$ cat config.mk
export PLATFORM = sky130hd
export DESIGN_NAME = jstk_spi_reader
export DESIGN_NICKNAME = d
export VERILOG_FILES = /design/src/rtl/jstk_pkg.sv /design/src/rtl/spi_byte_shift.sv /design/src/rtl/jstk_spi_reader.sv
export SDC_FILE = /design/constraint.sdc
export NUM_CORES = 1
export LEC_CHECK = 0
export ABC_CLOCK_PERIOD_IN_PS = 2009
export CORE_AREA = 3 3 106 98
export CTS_BUF_LIST = sky130_fd_sc_hd__clkbuf_8
export DETAILED_ROUTE_END_ITERATION = 8
export DIE_AREA = 0 0 109 101
export PLACE_DENSITY_LB_ADDON = 0.3
export SYNTH_ARGS = -nofsm -noshare
export SYNTH_HDL_FRONTEND = slang
export SYNTH_SLANG_ARGS = --single-unit
$ cat constraint.sdc
create_clock -name clk -period 2.01 [get_ports clk]
set_clock_uncertainty 0.1 [all_clocks]
set_input_delay 0.3015 -clock clk [delete_from_list [all_inputs] [get_ports clk]]
set_output_delay 0.3015 -clock clk [all_outputs]
set_load 0.005 [all_outputs]
$ cat src/rtl/jstk_pkg.sv
// Shared types and constants for the PmodJSTK SPI poller.
package jstk_pkg;

  typedef enum logic [2:0] {IDLE, SETUP, SHIFT, GAP, DONE} state_t;

  localparam int          JSTK_BYTES   = 5;
  localparam logic [10:0] JSTK_CENTRE  = 11'd512;
  localparam logic [5:0]  JSTK_CMD_HDR = 6'b100000;

endpackage

$ cat src/rtl/spi_byte_shift.sv
// One 8-bit SPI mode-0 transfer: MSB first, miso sampled on the rising sclk edge.
module spi_byte_shift #(
  parameter int SCLK_HALF = 50
) (
  input  logic       clk,
  input  logic       rst,
  input  logic       start,
  input  logic [7:0] tx_byte,
  input  logic       miso,
  output logic       sclk,
  output logic       mosi,
  output logic [7:0] rx_byte,
  output logic       done
);

  localparam int HW = $clog2(SCLK_HALF + 1);

  logic [HW-1:0] half_cnt;
  logic [2:0]    bit_cnt;
  logic [7:0]    tx_sh;
  logic          active;

  // mosi only moves on the start cycle or together with a falling sclk edge
  always_ff @(posedge clk or negedge rst) begin
    if (!rst) begin
      half_cnt <= '0;
      bit_cnt  <= '0;
      tx_sh    <= '0;
      active   <= 1'b0;
      sclk     <= 1'b0;
      mosi     <= 1'b0;
      rx_byte  <= '0;
      done     <= 1'b0;
    end else begin
      done <= 1'b0;
      if (start) begin
        active   <= 1'b1;
        half_cnt <= '0;
        bit_cnt  <= '0;
        sclk     <= 1'b0;
        tx_sh    <= tx_byte;
        mosi     <= tx_byte[7];
      end else if (active) begin
        if (half_cnt == HW'(SCLK_HALF - 1)) begin
          half_cnt <= '0;
          sclk     <= ~sclk;
          if (!sclk) begin
            rx_byte <= {rx_byte[6:0], miso};
          end else if (bit_cnt == 3'd7) begin
            active <= 1'b0;
            done   <= 1'b1;
            mosi   <= 1'b0;
          end else begin
            bit_cnt <= bit_cnt + 3'd1;
            tx_sh   <= {tx_sh[6:0], 1'b0};
            mosi    <= tx_sh[6];
          end
        end else begin
          half_cnt <= half_cnt + 1'b1;
        end
      end
    end
  end

endmodule

$ cat src/rtl/jstk_spi_reader.sv
// Polls a PmodJSTK joystick every POLL_CYC cycles and publishes X/Y/buttons
// atomically once each 5-byte frame has been fully received.
module jstk_spi_reader
  import jstk_pkg::*;
#(
  parameter int SCLK_HALF = 50,
  parameter int CS_SETUP  = 1500,
  parameter int BYTE_GAP  = 1000,
  parameter int POLL_CYC  = 1_000_000
) (
  input  logic        clk,
  input  logic        rst,
  input  logic [1:0]  led,
  input  logic        miso,
  output logic        sclk,
  output logic        mosi,
  output logic        cs_n,
  output logic [10:0] x_val,
  output logic [10:0] y_val,
  output logic [2:0]  btn,
  output logic        valid,
  output logic        busy
);

  localparam int PW       = (POLL_CYC > 1) ? $clog2(POLL_CYC) : 1;
  localparam int WAIT_MAX = (CS_SETUP > BYTE_GAP) ? CS_SETUP : BYTE_GAP;
  localparam int WW       = $clog2(WAIT_MAX + 1);

  state_t        state;
  logic [PW-1:0] poll_cnt;
  logic [WW-1:0] wait_cnt;
  logic [2:0]    byte_idx;
  logic [7:0]    cmd_byte;
  logic [7:0]    slot [0:JSTK_BYTES-2];
  logic          start;
  logic [7:0]    tx_byte;
  logic [7:0]    rx_byte;
  logic          byte_done;

  // The poll counter never stops, so frame starts stay exactly POLL_CYC apart
  always_ff @(posedge clk or negedge rst) begin
    if (!rst) begin
      poll_cnt <= '0;
    end else if (poll_cnt == PW'(POLL_CYC - 1)) begin
      poll_cnt <= '0;
    end else begin
      poll_cnt <= poll_cnt + 1'b1;
    end
  end

  always_comb begin
    start   = 1'b0;
    tx_byte = 8'h00;
    if (state == SETUP) begin
      tx_byte = cmd_byte;
      start   = (wait_cnt == WW'(CS_SETUP - 1));
    end else if (state == GAP) begin
      start = (wait_cnt == WW'(BYTE_GAP - 1));
    end
  end

  spi_byte_shift #(
    .SCLK_HALF(SCLK_HALF)
  ) u_shift (
    .clk    (clk),
    .rst    (rst),
    .start  (start),
    .tx_byte(tx_byte),
    .miso   (miso),
    .sclk   (sclk),
    .mosi   (mosi),
    .rx_byte(rx_byte),
    .done   (byte_done)
  );

  // The last byte goes straight into the outputs, so nothing partial is ever visible
  always_ff @(posedge clk or negedge rst) begin
    if (!rst) begin
      state    <= IDLE;
      wait_cnt <= '0;
      byte_idx <= '0;
      cmd_byte <= '0;
      for (int i = 0; i < JSTK_BYTES - 1; i++) slot[i] <= '0;
      cs_n     <= 1'b1;
      busy     <= 1'b0;
      valid    <= 1'b0;
      x_val    <= JSTK_CENTRE;
      y_val    <= JSTK_CENTRE;
      btn      <= '0;
    end else begin
      valid <= 1'b0;
      case (state)
        IDLE: begin
          if (poll_cnt == PW'(POLL_CYC - 1)) begin
            cs_n     <= 1'b0;
            busy     <= 1'b1;
            cmd_byte <= {JSTK_CMD_HDR, led};
            wait_cnt <= '0;
            state    <= SETUP;
          end
        end
        SETUP: begin
          if (start) begin
            byte_idx <= '0;
            state    <= SHIFT;
          end else begin
            wait_cnt <= wait_cnt + 1'b1;
          end
        end
        SHIFT: begin
          if (byte_done) begin
            if (byte_idx < 3'(JSTK_BYTES - 1)) begin
              slot[byte_idx[1:0]] <= rx_byte;
              wait_cnt            <= '0;
              state               <= GAP;
            end else begin
              x_val <= {1'b0, slot[1][1:0], slot[0]};
              y_val <= {1'b0, slot[3][1:0], slot[2]};
              btn   <= rx_byte[2:0];
              valid <= 1'b1;
              cs_n  <= 1'b1;
              busy  <= 1'b0;
              state <= DONE;
            end
          end
        end
        GAP: begin
          if (start) begin
            byte_idx <= byte_idx + 3'd1;
            state    <= SHIFT;
          end else begin
            wait_cnt <= wait_cnt + 1'b1;
          end
        end
        DONE: begin
          state <= IDLE;
        end
        default: state <= IDLE;
      endcase
    end
  end

endmodule

# ---- Word level (Yosys, flattened, before mapping)
# Cells that the tools add are included.
dict set report op_classes {
  n_eq_ne 17
  n_mux 62
  add_sub_neg 5
  bitwise_logic 4
  order_cmp 3
  n_reduce_logical 20
}
# cell n
set ops {}
lappend ops {{$mux W11} 4}
lappend ops {{$mux W7} 5}
lappend ops {{$mux W3} 11}
lappend ops {{$pmux W11 S3} 1}
lappend ops {{$bwmux W32} 1}
lappend ops {{$mux W1} 29}
lappend ops {{$add A20 B1 Y20 const B} 1}
lappend ops {{$eq A20 B20 Y1 const B} 1}
lappend ops {{$mux W20} 1}
lappend ops {{$mux W6} 3}
lappend ops {{$demux W8 S2} 1}
lappend ops {{$mux W8} 2}
lappend ops {{$reduce_and A3 Y1} 5}
lappend ops {{$ne A2 B2 Y1 const B} 7}
lappend ops {{$reduce_and A4 Y1} 3}
lappend ops {{$add A11 B1 Y11 const B} 1}
lappend ops {{$eq A11 B10 Y1 const B} 1}
lappend ops {{$eq A11 B11 Y1 const B} 1}
lappend ops {{$reduce_bool A2 Y1} 5}
lappend ops {{$pmux W3 S3} 1}
lappend ops {{$add A3 B1 Y3 const B} 2}
lappend ops {{$add A6 B1 Y6 const B} 1}
lappend ops {{$eq A3 B2 Y1 const B} 2}
lappend ops {{$eq A6 B6 Y1 const B} 1}
lappend ops {{other kinds (16)} 21}
dict set report word_totals {
  inputBits 5
  output_inout_bits 30
  regBits 126
  word_cells 134
}

# ---- Depth between registers and ports, before layout
dict set report depth {
  ltp_word 6
  ltp_mapped 7
  ltp_nobuf 6
}

# ---- Cells and area by module
# A second synthesis with hierarchy kept.
dict set report hier_totals {
  cells_unflattened 495
  area_unflattened_um2 5212.5
}
# module area_each_um2 cells_per_inst n_inst seq_area_each_um2
set modules_own_cells {}
lappend modules_own_cells {jstk_spi_reader 3774.9 358 1 2155.8}
lappend modules_own_cells {spi_byte_shift 1437.6 137 1 700.7}

# ---- Worst setup path after synthesis
# Ideal clock, no wire load.
dict set report synth_timing {
  path_kind {flip-flop to flip-flop}
  from {register wait_cnt[0]}
  to {register u_shift.half_cnt[1]}
  setup_ps 121
  path_slack_ps -8
  arrival_time_ps 1797
  path_stages_with_launch 8
  period_less_slack_ps 2018
  n_path_buf 2
  cell_sequence {dfrtp_1 ha_1 or4b_4 o22ai_4 and3_1 buf_6 buf_6 nor2_1}
}
dict set report synth_between {
  elab_chain_cells 4
  elab_cells_between_ends 6
}
# element line_no
set synth_rtl {}
lappend synth_rtl {{start: declaration} jstk_spi_reader.sv:31} ;# logic [WW-1:0] wait_cnt;
lappend synth_rtl {{start signal: assignment} jstk_spi_reader.sv:107} ;# wait_cnt <= wait_cnt + 1'b1;
lappend synth_rtl {{start signal: assignment} jstk_spi_reader.sv:132} ;# wait_cnt <= wait_cnt + 1'b1;
lappend synth_rtl {{$eq A11 B10 Y1} jstk_spi_reader.sv:58} ;# start = (wait_cnt == WW'(BYTE_GAP - 1));
lappend synth_rtl {{$mux W1} jstk_spi_reader.sv:57} ;# end else if (state == GAP) begin
lappend synth_rtl {{$mux W1 *} jstk_spi_reader.sv:54} ;# if (state == SETUP) begin
lappend synth_rtl {{$mux W6 / $reduce_bool A2 Y1 (equally long branches)} --}
lappend synth_rtl {{end signal: assignment} spi_byte_shift.sv:59} ;# half_cnt <= half_cnt + 1'b1;
lappend synth_rtl {{end: declaration} spi_byte_shift.sv:18} ;# logic [HW-1:0] half_cnt;
# Every way passes the cells marked *; elsewhere a longest branch is shown, timed or not.
# A chain may end at the register's enable or synchronous reset.

# ---- Final worst setup path
dict set report layout_timing {
  from {register wait_cnt[1]}
  to {register u_shift.rx_byte[3]}
}
dict set report layout_between {
  elab_chain_cells 5
  elab_cells_between_ends 6
}
# element line_no
set layout_rtl {}
lappend layout_rtl {{$eq A11 B10 Y1} jstk_spi_reader.sv:58}
lappend layout_rtl {{$mux W1} jstk_spi_reader.sv:57}
lappend layout_rtl {{$mux W1 *} jstk_spi_reader.sv:54}
lappend layout_rtl {{$not A1 Y1 (no line) *} --}
lappend layout_rtl {{$reduce_and A4 Y1 (no line) *} --}
lappend layout_rtl {{end signal: assignment} spi_byte_shift.sv:48} ;# rx_byte <= {rx_byte[6:0], miso};
lappend layout_rtl {{end: declaration} spi_byte_shift.sv:12} ;# output logic [7:0] rx_byte,
# Marks and branches as above.

==> summary.md <==
| Metric | Value |
|---|---|
| Detailed-route wire length | roughly 10000 um |
| Worst endpoint required time | approximately 2.2 ns |
| Layout cell share with drive strength beyond 1 | a little over a quarter |
| CTS Root Cell | clkbuf_8 |
| Total routing usage reported by global routing | about a fifth |
| Slew at the pin with the worst max-slew slack | about 0.55 ns |
| Detailed-routing iteration count for the pre-antenna-repair pass | 4 |
| Die area | approximately 0.011 sq mm |
| Post-synthesis register bit count | approximately 110 |
| Met2 routed wirelength | ~5000 um |
| Fraction of the cycle the final worst path needs | between 90% and 100% |
| Top cells by count, synth | dfrtp_1 (111), mux2_2 (51), nor2_1 (33) |
| Starting density of the core | a little over half |
| Library cell with the highest instance count after synthesis | dfrtp_1 |
| TritonCTS clock tree | built |
| Post-placement worst setup slack | -0.0390 ns |
| Max VDD drop | approximately 0.55 mV |
| Reg2reg setup slack | approximately 0.0018 ns |
| Critical path, cell by cell | ha_2 > or4b_4 > o22ai_4 > a211oi_4 > buf_12 > mux2_2 |
| Normalized max-slew margin | between 60% and 70% |
| Uppermost signal routing layer after detailed routing | met4 |
| Total number of placement rows | 34 |
| Type of the tightest min-delay check | in2async |
| Number of enable flip-flop cells after synthesis | 0 |
| Post-detail-place hpwl | ~6800 um |
| Depth of the most critical reg-to-reg path | 6 |
| Area of the placeable core | about 0.0095 sq mm |
| Initial DRC count | 170 |
| Vias per cell | 5.42 |
| Critical R2R Launch | wait_cnt[1] |
| Met3 Routed Length | between 300 and 400 um |
| Top area cells in the synthesized netlist | dfrtp_1 (55%), mux2_2 (11%), mux2i_1 (2.9%) |
| Critical path buffer and inverter count | 1 |
| Clock Sinks | between 100 and 150 |
| Leakage component of the power | just under 3 nW |
| Weighted congestion at the end of routability-driven global placement | 0.818 |
| Kind of start point of the critical path | flip-flop |
| Antenna violation net count after detailed routing | 0 |
| Overflow after GRT | 0 |
| Worst Setup Path Type | reg2reg |
| Arrival @ worst endpoint | approximately 2.2 ns |
| Standard cell with the maximum stage delay on the critical path | or4b_4 |
| Setup repair after global routing missed its margin | yes |
| Top flip-flop cell by instance count after synthesis | dfrtp_1 |
| Syn Std Cell Area | between 0.005 and 0.006 sq mm |
| Crit-path max cell delay | roughly 0.47 ns |
| Endpoint kind of the worst setup timing path | flip-flop |
| Async SR Flop Fraction | 100% |
| Y dimension of the die | 101 um |
| Maximum capacitance violations | 0 |
| CTS clk-pin slew, worst paths | roughly 0.070 ns |
| Wire length of the first global-routing pass | about 17000 um |
| Largest net degree at the start of global routing | 47 |
| Crit-path max FO | 8 |
| Wirelength per Cell | around 16 um |
| Maximum buffer depth of the clock tree | 2 |
| Sum of negative setup slack | 0 ns |
| Clock insertion delay at the later pin of the skew report | around 0.43 ns |
| Reg-to-reg critical path endpoint | u_shift.rx_byte[3] |
| Maximum level of the CTS H-tree | 4 |
| Final hold viol count | 0 |
| Final setup violation count | 0 |
| Yosys Warn Count | 0 |
| Final critical-path required period | roughly 2 ns |
| Post-synthesis cell type with the largest combined area | dfrtp_1 |
| Routed length on met1 | around 4800 um |
| Mapped Cells | 420 |
| Register area share after synthesis | a little under three fifths |
| Area fraction of the dominant cell type after synthesis | 54.6% |
| Antenna violations before repair | 0 |
| Synthesized area per cell | about 12 sq um |
| Number of unique standard cell types used by synthesis | 54 |
| Buffers added on ports | 32 |
| Power density relative to cell area | a little over 700 mW/mm^2 |
| F_max | between 400 and 500 MHz |
| Delay-heaviest family, CP | simple AND/OR/NAND/NOR gates |
| IO Pins | 35 |
| Antenna diode count | 0 |
| Area growth from synthesis to layout | 23.2% |
| Die span in x | 109 um |
| Number of CTS-inserted buffers | 17 |
| Final critical-path setup slack | approximately 0.0018 ns |
| Result of the run | complete, no violations |
| Via count of the first global-routing pass | approximately 3400 |
| Max-slew violation count | 0 |
| NumNets Final | slightly above 500 |
| DRC violation count after routing | 0 |
| Via count | 3434 |
[metal layers]
metal	track usage, %	vias to the layer above
li1	-	1639
met1	27.2	1725
met2	30.4	56
met3	5.51	14
met4	7.77	0
met5	0	-
[final cells by class]
| cell class | instances | area (sq um) |
|---|---|---|
| Clock buffer | 20 | 275 |
| Clock inverter | 12 | 130 |
| Tap cell | 126 | 158 |
| Timing Repair Buffer | 67 | 624 |
| Fill cell | 693 | 3220 |
| Inverter | 13 | 48.8 |
| Multi-Input combinational cell | 282 | 2180 |
| Sequential cell | 114 | 2860 |
[how the worst max path moves through the flow]
stage	cells after the start	end	slack, ns	startpoint
4_1_cts	6	u_shift.rx_byte[3]	0.006	wait_cnt[1]
2_1_floorplan	7	u_shift.half_cnt[1]	0.01	wait_cnt[0]
3_3_place_gp	6	u_shift.rx_byte[3]	0.01	wait_cnt[1]
3_5_place_dp	6	u_shift.rx_byte[5]	-0.04	wait_cnt[1]
5_1_grt	6	u_shift.rx_byte[3]	-0.05	wait_cnt[1]
6_report	6	u_shift.rx_byte[3]	0.002	wait_cnt[1]
[cells by family (layout without fill, tap and decap cells)]
group,after synthesis,in the layout,synth area share (%)
AO/OA/AOI/OAI,40,40,5.33
XOR/XNOR,23,23,3.96
adder cells (fa/ha/maj),10,10,2.46
buffers and inverters,25,112,2.38
flip-flops,114,114,56.1
multiplexers,68,68,14.7
other,1,2,0.0737
AND/OR/NAND/NOR,139,139,15.0
[what timing repair did]
item | in CTS | in global routing
setup buffers | 3 | 2
pin swaps | 2 | 6
endpoints found under the hold margin | 34 | 0
endpoints found under the setup margin | 21 | 49
cloned | 0 | 0
hold buffers | 1 | 0
resized for setup | 1 | 12
[where the power goes]
part / total [mW] / internal [mW] / leakage, nW / switching [mW]
clock: 2.14 / 1.20 / 0.199 / 0.943
combinational: 0.0615 / 0.0155 / 1.18 / 0.0460
sequential: 2.29 / 2.29 / 1.57 / 0
total: 4.50 / 3.51 / 2.95 / 0.989
[placed cells by master (no fill, tap or decap), types with 3 or more instances in the layout]
| cell type | n |
|---|---|
| nor2_1 | 32 |
| clkbuf_8 | 20 |
| xnor2_1 | 14 |
| xor2_1 | 9 |
| nand2_1 | 21 |
| dfrtp_1 | 111 |
| mux2i_1 | 15 |
| nor4_1 | 4 |
| mux2_2 | 51 |
| clkinvlp_4 | 4 |
| buf_12 | 3 |
| ha_1 | 9 |
| nor3_1 | 10 |
| nand4b_1 | 3 |
| nand4_1 | 10 |
| a21oi_1 | 9 |
| buf_4 | 31 |
| dfstp_2 | 3 |
| o21ai_0 | 14 |
| nor2b_1 | 3 |
| nand3_1 | 13 |
| o31ai_1 | 3 |
| clkdlybuf4s50_1 | 31 |
| and3_1 | 5 |
| inv_1 | 14 |
| nand2b_1 | 9 |
[metrics by stage]
step | instances | hold WS (ns) | utilization, % | total power [mW] | cell area [sq um]
2_1_floorplan | 421 | -0.0941 | - | 2.34 | 5100
3_3_place_gp | 596 | 0.214 | 60.6 | 2.40 | 5750
3_5_place_dp | 596 | 0.215 | 60.6 | 2.40 | 5750
4_1_cts | 632 | 0.290 | 65.4 | 4.55 | 6200
5_1_grt | 634 | 0.313 | 66.1 | 4.68 | 6270
6_report | 634 | 0.293 | 66.1 | 4.50 | 6270
[state kept, by name, summed over array words and instances, names as in the netlist, 3 cells and up]
signal,flops
u_shift.bit_cnt,3
u_shift.rx_byte,8
u_shift.half_cnt,6
wait_cnt,11
cmd_byte,3
btn,3
poll_cnt,20
slot,20
x_val,10
state,3
byte_idx,3
u_shift.tx_sh,7
y_val,10
(Power assumes the default switching activity.)
